$ cat config.mk
export PLATFORM = sky130hd
export DESIGN_NAME = cp0_regs
export DESIGN_NICKNAME = d
export VERILOG_FILES = /design/src/rtl/cp0_regs.sv
export SDC_FILE = /design/constraint.sdc
export NUM_CORES = 1
export LEC_CHECK = 0
export CAP_MARGIN = 5
export CORE_MARGIN = 3
export CORE_UTILIZATION = 40
export DETAILED_ROUTE_END_ITERATION = 8
export PLACE_DENSITY_LB_ADDON = 0.3
export SETUP_SLACK_MARGIN = 0.4
export SLEW_MARGIN = 20
export SYNTH_ARGS = -nofsm -noshare
export SYNTH_HDL_FRONTEND = slang
export SYNTH_SLANG_ARGS = --single-unit
$ cat constraint.sdc
create_clock -name clk -period 5.2 [get_ports clk]
set_input_delay 0.52 -clock clk [delete_from_list [all_inputs] [get_ports clk]]
set_output_delay 0.52 -clock clk [all_outputs]
set_load 0.05 [all_outputs]
$ cat src/rtl/cp0_regs.sv
// Coprocessor-0 register file: BadVAddr, Count, Compare, Status, Cause, EPC.
// Serves MFC0/MTC0, commits exceptions/ERET and runs the Count/Compare timer.
module cp0_regs #(
    parameter logic [31:0] EXC_VECTOR = 32'hBFC0_0380
) (
    input  logic        clk,
    input  logic        resetn,
    input  logic        we,
    input  logic [4:0]  waddr,
    input  logic [31:0] wdata,
    input  logic [4:0]  raddr,
    output logic [31:0] rdata,
    input  logic [31:0] exception_type,
    input  logic [31:0] pc,
    input  logic        in_delay_slot,
    input  logic [31:0] bad_addr,
    input  logic [5:0]  int_i,
    output logic [31:0] status_o,
    output logic [31:0] cause_o,
    output logic [31:0] epc_o,
    output logic        flush_o,
    output logic [31:0] new_pc_o,
    output logic        timer_int_o
);

    localparam logic [31:0] EXC_INT            = 32'd1;
    localparam logic [31:0] EXC_INST_ADD_ERR   = 32'd2;
    localparam logic [31:0] EXC_DATA_ADD_ERR_L = 32'd3;
    localparam logic [31:0] EXC_DATA_ADD_ERR_S = 32'd4;
    localparam logic [31:0] EXC_SYSCALL        = 32'd5;
    localparam logic [31:0] EXC_BREAK          = 32'd6;
    localparam logic [31:0] EXC_RI             = 32'd7;
    localparam logic [31:0] EXC_OVF            = 32'd8;
    localparam logic [31:0] EXC_ERET           = 32'd9;

    localparam logic [4:0] REG_BADVADDR = 5'd8;
    localparam logic [4:0] REG_COUNT    = 5'd9;
    localparam logic [4:0] REG_COMPARE  = 5'd11;
    localparam logic [4:0] REG_STATUS   = 5'd12;
    localparam logic [4:0] REG_CAUSE    = 5'd13;
    localparam logic [4:0] REG_EPC      = 5'd14;

    logic [31:0] r_badvaddr;
    logic [31:0] r_count;
    logic [31:0] r_compare;
    logic [31:0] r_epc;
    logic        r_tick;
    logic [7:0]  r_im;
    logic        r_exl;
    logic        r_ie;
    logic        r_bd;
    logic        r_ti;
    logic [5:0]  r_ip_hw;
    logic [1:0]  r_ip_sw;
    logic [4:0]  r_exccode;

    logic        w_exc_valid;
    logic        w_eret;
    logic        w_exc_take;
    logic        w_wr;
    logic [4:0]  w_exccode;

    // Decode the committed exception; codes outside 1..9 behave as NONE.
    always_comb begin
        w_exc_valid = (exception_type >= EXC_INT) && (exception_type <= EXC_ERET);
        w_eret      = (exception_type == EXC_ERET);
        w_exc_take  = w_exc_valid && !w_eret;
        w_wr        = we && !w_exc_valid;
        case (exception_type)
            EXC_INST_ADD_ERR:   w_exccode = 5'h04;
            EXC_DATA_ADD_ERR_L: w_exccode = 5'h04;
            EXC_DATA_ADD_ERR_S: w_exccode = 5'h05;
            EXC_SYSCALL:        w_exccode = 5'h08;
            EXC_BREAK:          w_exccode = 5'h09;
            EXC_RI:             w_exccode = 5'h0a;
            EXC_OVF:            w_exccode = 5'h0c;
            default:            w_exccode = 5'h00;
        endcase
    end

    // Timer: Count advances on alternate cycles, TI latches on Count==Compare.
    always_ff @(posedge clk or negedge resetn) begin
        if (!resetn) begin
            r_tick    <= 1'b0;
            r_count   <= 32'd0;
            r_compare <= 32'd0;
            r_ti      <= 1'b0;
        end else begin
            r_tick <= ~r_tick;
            if (w_wr && waddr == REG_COUNT) begin
                r_count <= wdata;
            end else if (r_tick) begin
                r_count <= r_count + 32'd1;
            end
            if (w_wr && waddr == REG_COMPARE) begin
                r_compare <= wdata;
                r_ti      <= 1'b0;
            end else if (r_count == r_compare) begin
                r_ti <= 1'b1;
            end
        end
    end

    // Status: EXL set on exception, cleared on ERET; MTC0 owns IM/EXL/IE.
    always_ff @(posedge clk or negedge resetn) begin
        if (!resetn) begin
            r_im  <= 8'd0;
            r_exl <= 1'b0;
            r_ie  <= 1'b0;
        end else if (w_exc_take) begin
            r_exl <= 1'b1;
        end else if (w_eret) begin
            r_exl <= 1'b0;
        end else if (w_wr && waddr == REG_STATUS) begin
            r_im  <= wdata[15:8];
            r_exl <= wdata[1];
            r_ie  <= wdata[0];
        end
    end

    // Cause: IP[15:10] resampled every cycle; BD/ExcCode on exception; IP[9:8] by MTC0.
    always_ff @(posedge clk or negedge resetn) begin
        if (!resetn) begin
            r_ip_hw   <= 6'd0;
            r_ip_sw   <= 2'd0;
            r_bd      <= 1'b0;
            r_exccode <= 5'd0;
        end else begin
            r_ip_hw <= {int_i[5] | r_ti, int_i[4:0]};
            if (w_exc_take) begin
                r_exccode <= w_exccode;
                if (!r_exl) begin
                    r_bd <= in_delay_slot;
                end
            end else if (w_wr && waddr == REG_CAUSE) begin
                r_ip_sw <= wdata[9:8];
            end
        end
    end

    // EPC captures the restart PC only for the outermost exception; BadVAddr on address errors.
    always_ff @(posedge clk or negedge resetn) begin
        if (!resetn) begin
            r_epc      <= 32'd0;
            r_badvaddr <= 32'd0;
        end else begin
            if (w_exc_take) begin
                if (!r_exl) begin
                    r_epc <= in_delay_slot ? (pc - 32'd4) : pc;
                end
                if (exception_type == EXC_INST_ADD_ERR) begin
                    r_badvaddr <= pc;
                end else if (exception_type == EXC_DATA_ADD_ERR_L ||
                             exception_type == EXC_DATA_ADD_ERR_S) begin
                    r_badvaddr <= bad_addr;
                end
            end else if (w_wr && waddr == REG_EPC) begin
                r_epc <= wdata;
            end
        end
    end

    // Register views, MFC0 read mux and redirect outputs.
    always_comb begin
        status_o    = {9'd0, 1'b1, 6'd0, r_im, 6'd0, r_exl, r_ie};
        cause_o     = {r_bd, r_ti, 14'd0, r_ip_hw, r_ip_sw, 1'b0, r_exccode, 2'b00};
        epc_o       = r_epc;
        timer_int_o = r_ti;
        flush_o     = w_exc_valid;
        new_pc_o    = w_eret ? r_epc : EXC_VECTOR;
        case (raddr)
            REG_BADVADDR: rdata = r_badvaddr;
            REG_COUNT:    rdata = r_count;
            REG_COMPARE:  rdata = r_compare;
            REG_STATUS:   rdata = status_o;
            REG_CAUSE:    rdata = cause_o;
            REG_EPC:      rdata = r_epc;
            default:      rdata = 32'd0;
        endcase
    end

endmodule

# Word-level counts from Yosys, hierarchy flattened
# Index checks and enable logic that the tools add are counted.
classes:
  reduce_logical: 22
  bitwise_logic: 5
  eq_ne: 21
  muxes: 16
  addsub: 2
  magnitude_cmp: 2
op_table:
  columns: ["op", "count"]
  rows:
  - ["two-way mux 32 bit", 9]
  - ["one-hot mux 32 bit (6 select lines)", 1]
  - ["== test 32 x 3 -> 1 bit (second input constant)", 4]
  - ["== test 32 x 2 -> 1 bit (second input constant)", 2]
  - ["== test 32 x 4 -> 1 bit (second input constant)", 2]
  - ["== test 5 x 4 -> 1 bit (second input constant)", 11]
  - ["adder 32 x 1 -> 32 bit (second input constant)", 1]
  - ["== test 32 bit", 1]
  - ["greater-or-equal comparator 32 x 1 -> 1 bit (second input constant)", 1]
  - ["less-or-equal comparator 32 x 4 -> 1 bit (second input constant)", 1]
  - ["subtractor 32 x 3 -> 32 bit (second input constant)", 1]
  - ["one-hot mux 4 bit (6 select lines)", 1]
  - ["logical AND 1 bit", 8]
  - ["AND reduction 2 bit", 4]
  - ["nonzero test 2 bit", 4]
  - ["two-way mux 1 bit", 5]
  - ["NOT 1 bit", 4]
  - ["AND reduction 3 bit", 1]
  - ["nonzero test 3 bit", 1]
  - ["zero test 1 bit", 2]
  - ["inequality test 2 bit (second input constant)", 1]
  - ["OR reduction 2 bit", 1]
  - ["logical OR 1 bit", 1]
  - ["OR 1 bit", 1]
totals:
  elab_cells: 81
  register_bits: 154
  output_inout_bits: 162
  inputBits: 148

# Logic depth before layout (Yosys ltp)
depth:
  ltp_word: 8
  depth_mapped: 8
  mapped_depth_nobuf: 7

# Worst setup path after synthesis
# OpenSTA, ideal clock, no wires.
synth_timing:
  path_type: "input-to-output"
  startpoint: "input exception_type[15]"
  endpoint: "output new_pc_o[10]"
  t_required_ns: 4.680
  arrival_time_ns: 2.506
  path_slack_ns: 2.174
  cell_stages: 7
  n_path_buf: 2
  path_cell_list: "nor4_1 > nand4_2 > or2_1 > clkbuf_1 > nor4_4 > clkbuf_1 > and2_1"
synth_via:
  elab_chain_cells: 2
synth_lines:
  columns: ["element", "line", "text"]
  rows:
  - ["start: declaration", "13", "input logic [31:0] exception_type,"]
  - ["== test 32 x 4 -> 1 bit", "66", "w_eret = (exception_type == EXC_ERET);"]
  - ["two-way mux 32 bit", "170", "new_pc_o = w_eret ? r_epc : EXC_VECTOR;"]
  - ["end: declaration", "22", "output logic [31:0] new_pc_o,"]
# No other way between the ends.

# Worst setup path after layout
layout_timing:
  startpoint: "input raddr[3]"
  endpoint: "output rdata[22]"
layout_via:
  elab_chain_cells: 2
  elab_cells_between_ends: 7
  cone_classes: "eq/ne (6); mux (1)"
layout_lines:
  columns: ["element", "line", "text"]
  rows:
  - ["start: declaration", "11", "input logic [4:0] raddr,"]
  - ["== test 5 x 4 -> 1 bit", "171", "case (raddr)"]
  - ["one-hot mux 32 bit (6 select lines) (*)", "171", null]
  - ["end: declaration", "12", "output logic [31:0] rdata,"]
# Every way passes the cells marked *; elsewhere a longest branch is shown, timed or not.

==> flow_metrics.tcl <==
set metrics [dict create \
    dieArea_sq_um 25300 \
    dp_hpwl_mm 25.4 \
    first_global_vias 8811 \
    drv_slew 0 \
    pin_count 310 \
    crit_path_start_kind "input pin" \
    critPathKind "in2out" \
    cts_setup_buffers 0 \
    grt_max_degree 65 \
    final-setup-viol-count 0 \
    synth_area_per_cell_sq_um 9.36 \
    synth_top_area_share_pct 40.9 \
    cts_resized 0 \
    synth_area_leaders "dfrtp_1 41%, a22oi_1 5.0%, mux2_1 5.0%" \
    placed_area_sq_um 12200 \
    r2r-end "r_count[23]" \
    grt_setup_unrepaired "no" \
    viasPerCell 5.74 \
    drive_above_1_share_pct 8.23 \
    path_max_fanout 15 \
    arrival_ps 3600 \
    drc_errors 0 \
    wl_met2_mm 16.0 \
    maxSlewHeadroom_pct 22.4 \
    synth_top_family_by_area "simple AND/OR/NAND/NOR gates" \
    yosys.area.top_type "dfrtp_1" \
    die_height_um 159 \
    crit_path_cell_trace "clkdlybuf4s50_1, or3b_2, nor2_2, buf_4, a222oi_1, nand2_1, clkdlybuf4s50_1" \
    setup_tns_ps 0 \
    ant_nets 0 \
    cpPeakStageDelay_ps 830 \
    yosys_warnings 0 \
    grt_overflow 0 \
    final_area_sq_um 12800 \
    preCtsSetupSlack_ps 1190 \
    routed_wl_mm 34.2 \
    drt_iter0_drc 802 \
    ys_types 62 \
    synth_cells 1001 \
    vias 8989 \
    htreeDepth 4 \
    dpl.cell_count 1532 \
    fin_total_pwr_mw 4.17 \
    power_leakage_nw 5.30 \
    clk_path_buf_depth 2 \
    synth_xor_area_share_pct 8.23 \
    initial_core_util_pct 41.0 \
    vdd_ir_drop_max_uv 170 \
    tightestPinTransition_ps 1160 \
    required_ps 4680 \
    status "completed" \
    ys_ff_latch 153 \
    final_cell_mix "247 x clkdlybuf4s50_1, 153 x dfrtp_1, 95 x nor2_1" \
    antenna_found_initial 1 \
    place.gp.congestion 0.914 \
    synth_compound_area_share_pct 15.1 \
    area_growth_pct 36.5 \
    fmax_mhz 243 \
    synth-edff-count 0 \
    die_x_um 159 \
    clk_pin_slew_ps 70 \
    first_pass_iters 8 \
    numCtsBuffers 17 \
    dr.max_layer_used "met4" \
    clockRootBuffer "clkbuf_16" \
    worst-path-buf-inv 3 \
    ff2ff_setup_slack_ps 2750 \
    hp-class "in2async" \
    layout_commonest_cell "clkdlybuf4s50_1" \
    hold_slack_ps 62.2 \
    synth-simple-area-share_pct 18.6 \
    yosysSeqAreaShare_pct 40.9 \
    fin_nets 1388 \
    fin_cells 1565 \
    cp_num_cells 7 \
    pwr_density_cell_nw_per_um2 326 \
    endpoint_kind "output pin" \
    cts_tree "built" \
    holdBufCountCts 0 \
    synth_ff_type "dfrtp_1" \
    synth_mux_area_share_pct 9.34 \
    grtUsageTotal_pct 26.4 \
    synthAdderAreaFrac_pct 0.267 \
    r2r-start "r_count[2]" \
    setup_slack_ps 1080 \
    async_flop_share_pct 100 \
    fin_crit_sh_pct 79.2 \
    crit_top_cell "clkdlybuf4s50_1" \
    coreArea_sq_um 22800 \
    crit_family "buffers and inverters" \
    clock_sinks 153 \
    fin_crit_ps 4120 \
    slowest_stage "clkdlybuf4s50_1" \
    row_count 55 \
    wl_per_cell_um 21.9 \
    clock-skew-final_ps 12.1 \
    met3WireLength_mm 3.35 \
    cap_violations 0 \
    hold_viol_final 0 \
    wl_met1_mm 14.0 \
    post-route-util_pct 56.0 \
    clock_latency_ps 430 \
    synth_area_sq_um 9370 \
    grt_first_pass_wirelength_mm 52.1 \
    io_buffers 269 \
    r2r_cells 5 \
]
## report_power, final
group	internal, mW	switching, mW	total, mW
Sequential	1.39	0.323	1.71
Clock	0.704	0.521	1.22
Combinational	0.494	0.738	1.23
Total	2.59	1.58	4.17
## routing by layer
metal / vias up / GRT usage [%]
li1: 4022 / -
met1: 4376 / 34.5
met2: 533 / 42.7
met3: 58 / 7.00
met4: 0 / 8.52
met5: - / 0
## cell usage after synthesis (all sizes together), types with 10 or more instances
master  instances
dfrtp         153
nor2           97
a21oi          81
buf            70
a22oi          63
xor2           53
nand2          48
clkbuf         44
mux2           43
mux2i          39
nor4           39
xnor2          35
nand3          32
nor3           23
and2           22
inv            21
nand4          19
o22ai          14
o31ai          10
## state kept, by name, summed over array words and instances, names as in the netlist
register / flops
r_tick: 1
r_ip_sw: 2
r_badvaddr: 32
r_exl: 1
r_count: 32
r_exccode: 4
timer_int_o: 1
r_im: 8
r_ie: 1
epc_o: 32
r_ip_hw: 6
r_bd: 1
r_compare: 32
## cell families (layout without fill, tap and decap cells)
| logic type | count (synthesis) | count (layout) |
|---|---|---|
| other | 2 | 41 |
| muxes | 82 | 82 |
| buffers and inverters | 135 | 347 |
| adders and majority gates | 2 | 2 |
| AOI/OAI and AO/OA | 210 | 210 |
| xor gates and xnor gates | 88 | 88 |
| and+or+nand+nor | 329 | 329 |
| DFF | 153 | 153 |
## layout make-up
cell class | count | area (sq um)
Timing Repair Buffer | 294 | 2880
Clock inverter | 11 | 111
Tap cell | 313 | 392
Clock buffer | 21 | 470
Inverter | 21 | 78.8
Sequential cell | 153 | 3830
Fill cell | 2100 | 10100
Antenna cell | 1 | 2.50
Multi-Input combinational cell | 751 | 5020
## worst max-delay path by stage
stage                        from           end  slack (ps)
5_1_grt                  raddr[3]     rdata[22]        1000
3_3_place_gp             raddr[3]     rdata[22]        1210
4_1_cts                  raddr[3]     rdata[22]        1130
6_report                 raddr[3]     rdata[22]        1080
2_1_floorplan  exception_type[15]  new_pc_o[10]        2170
3_5_place_dp             raddr[3]     rdata[22]        1190
No activity file was read; power rests on OpenSTA's default activity.
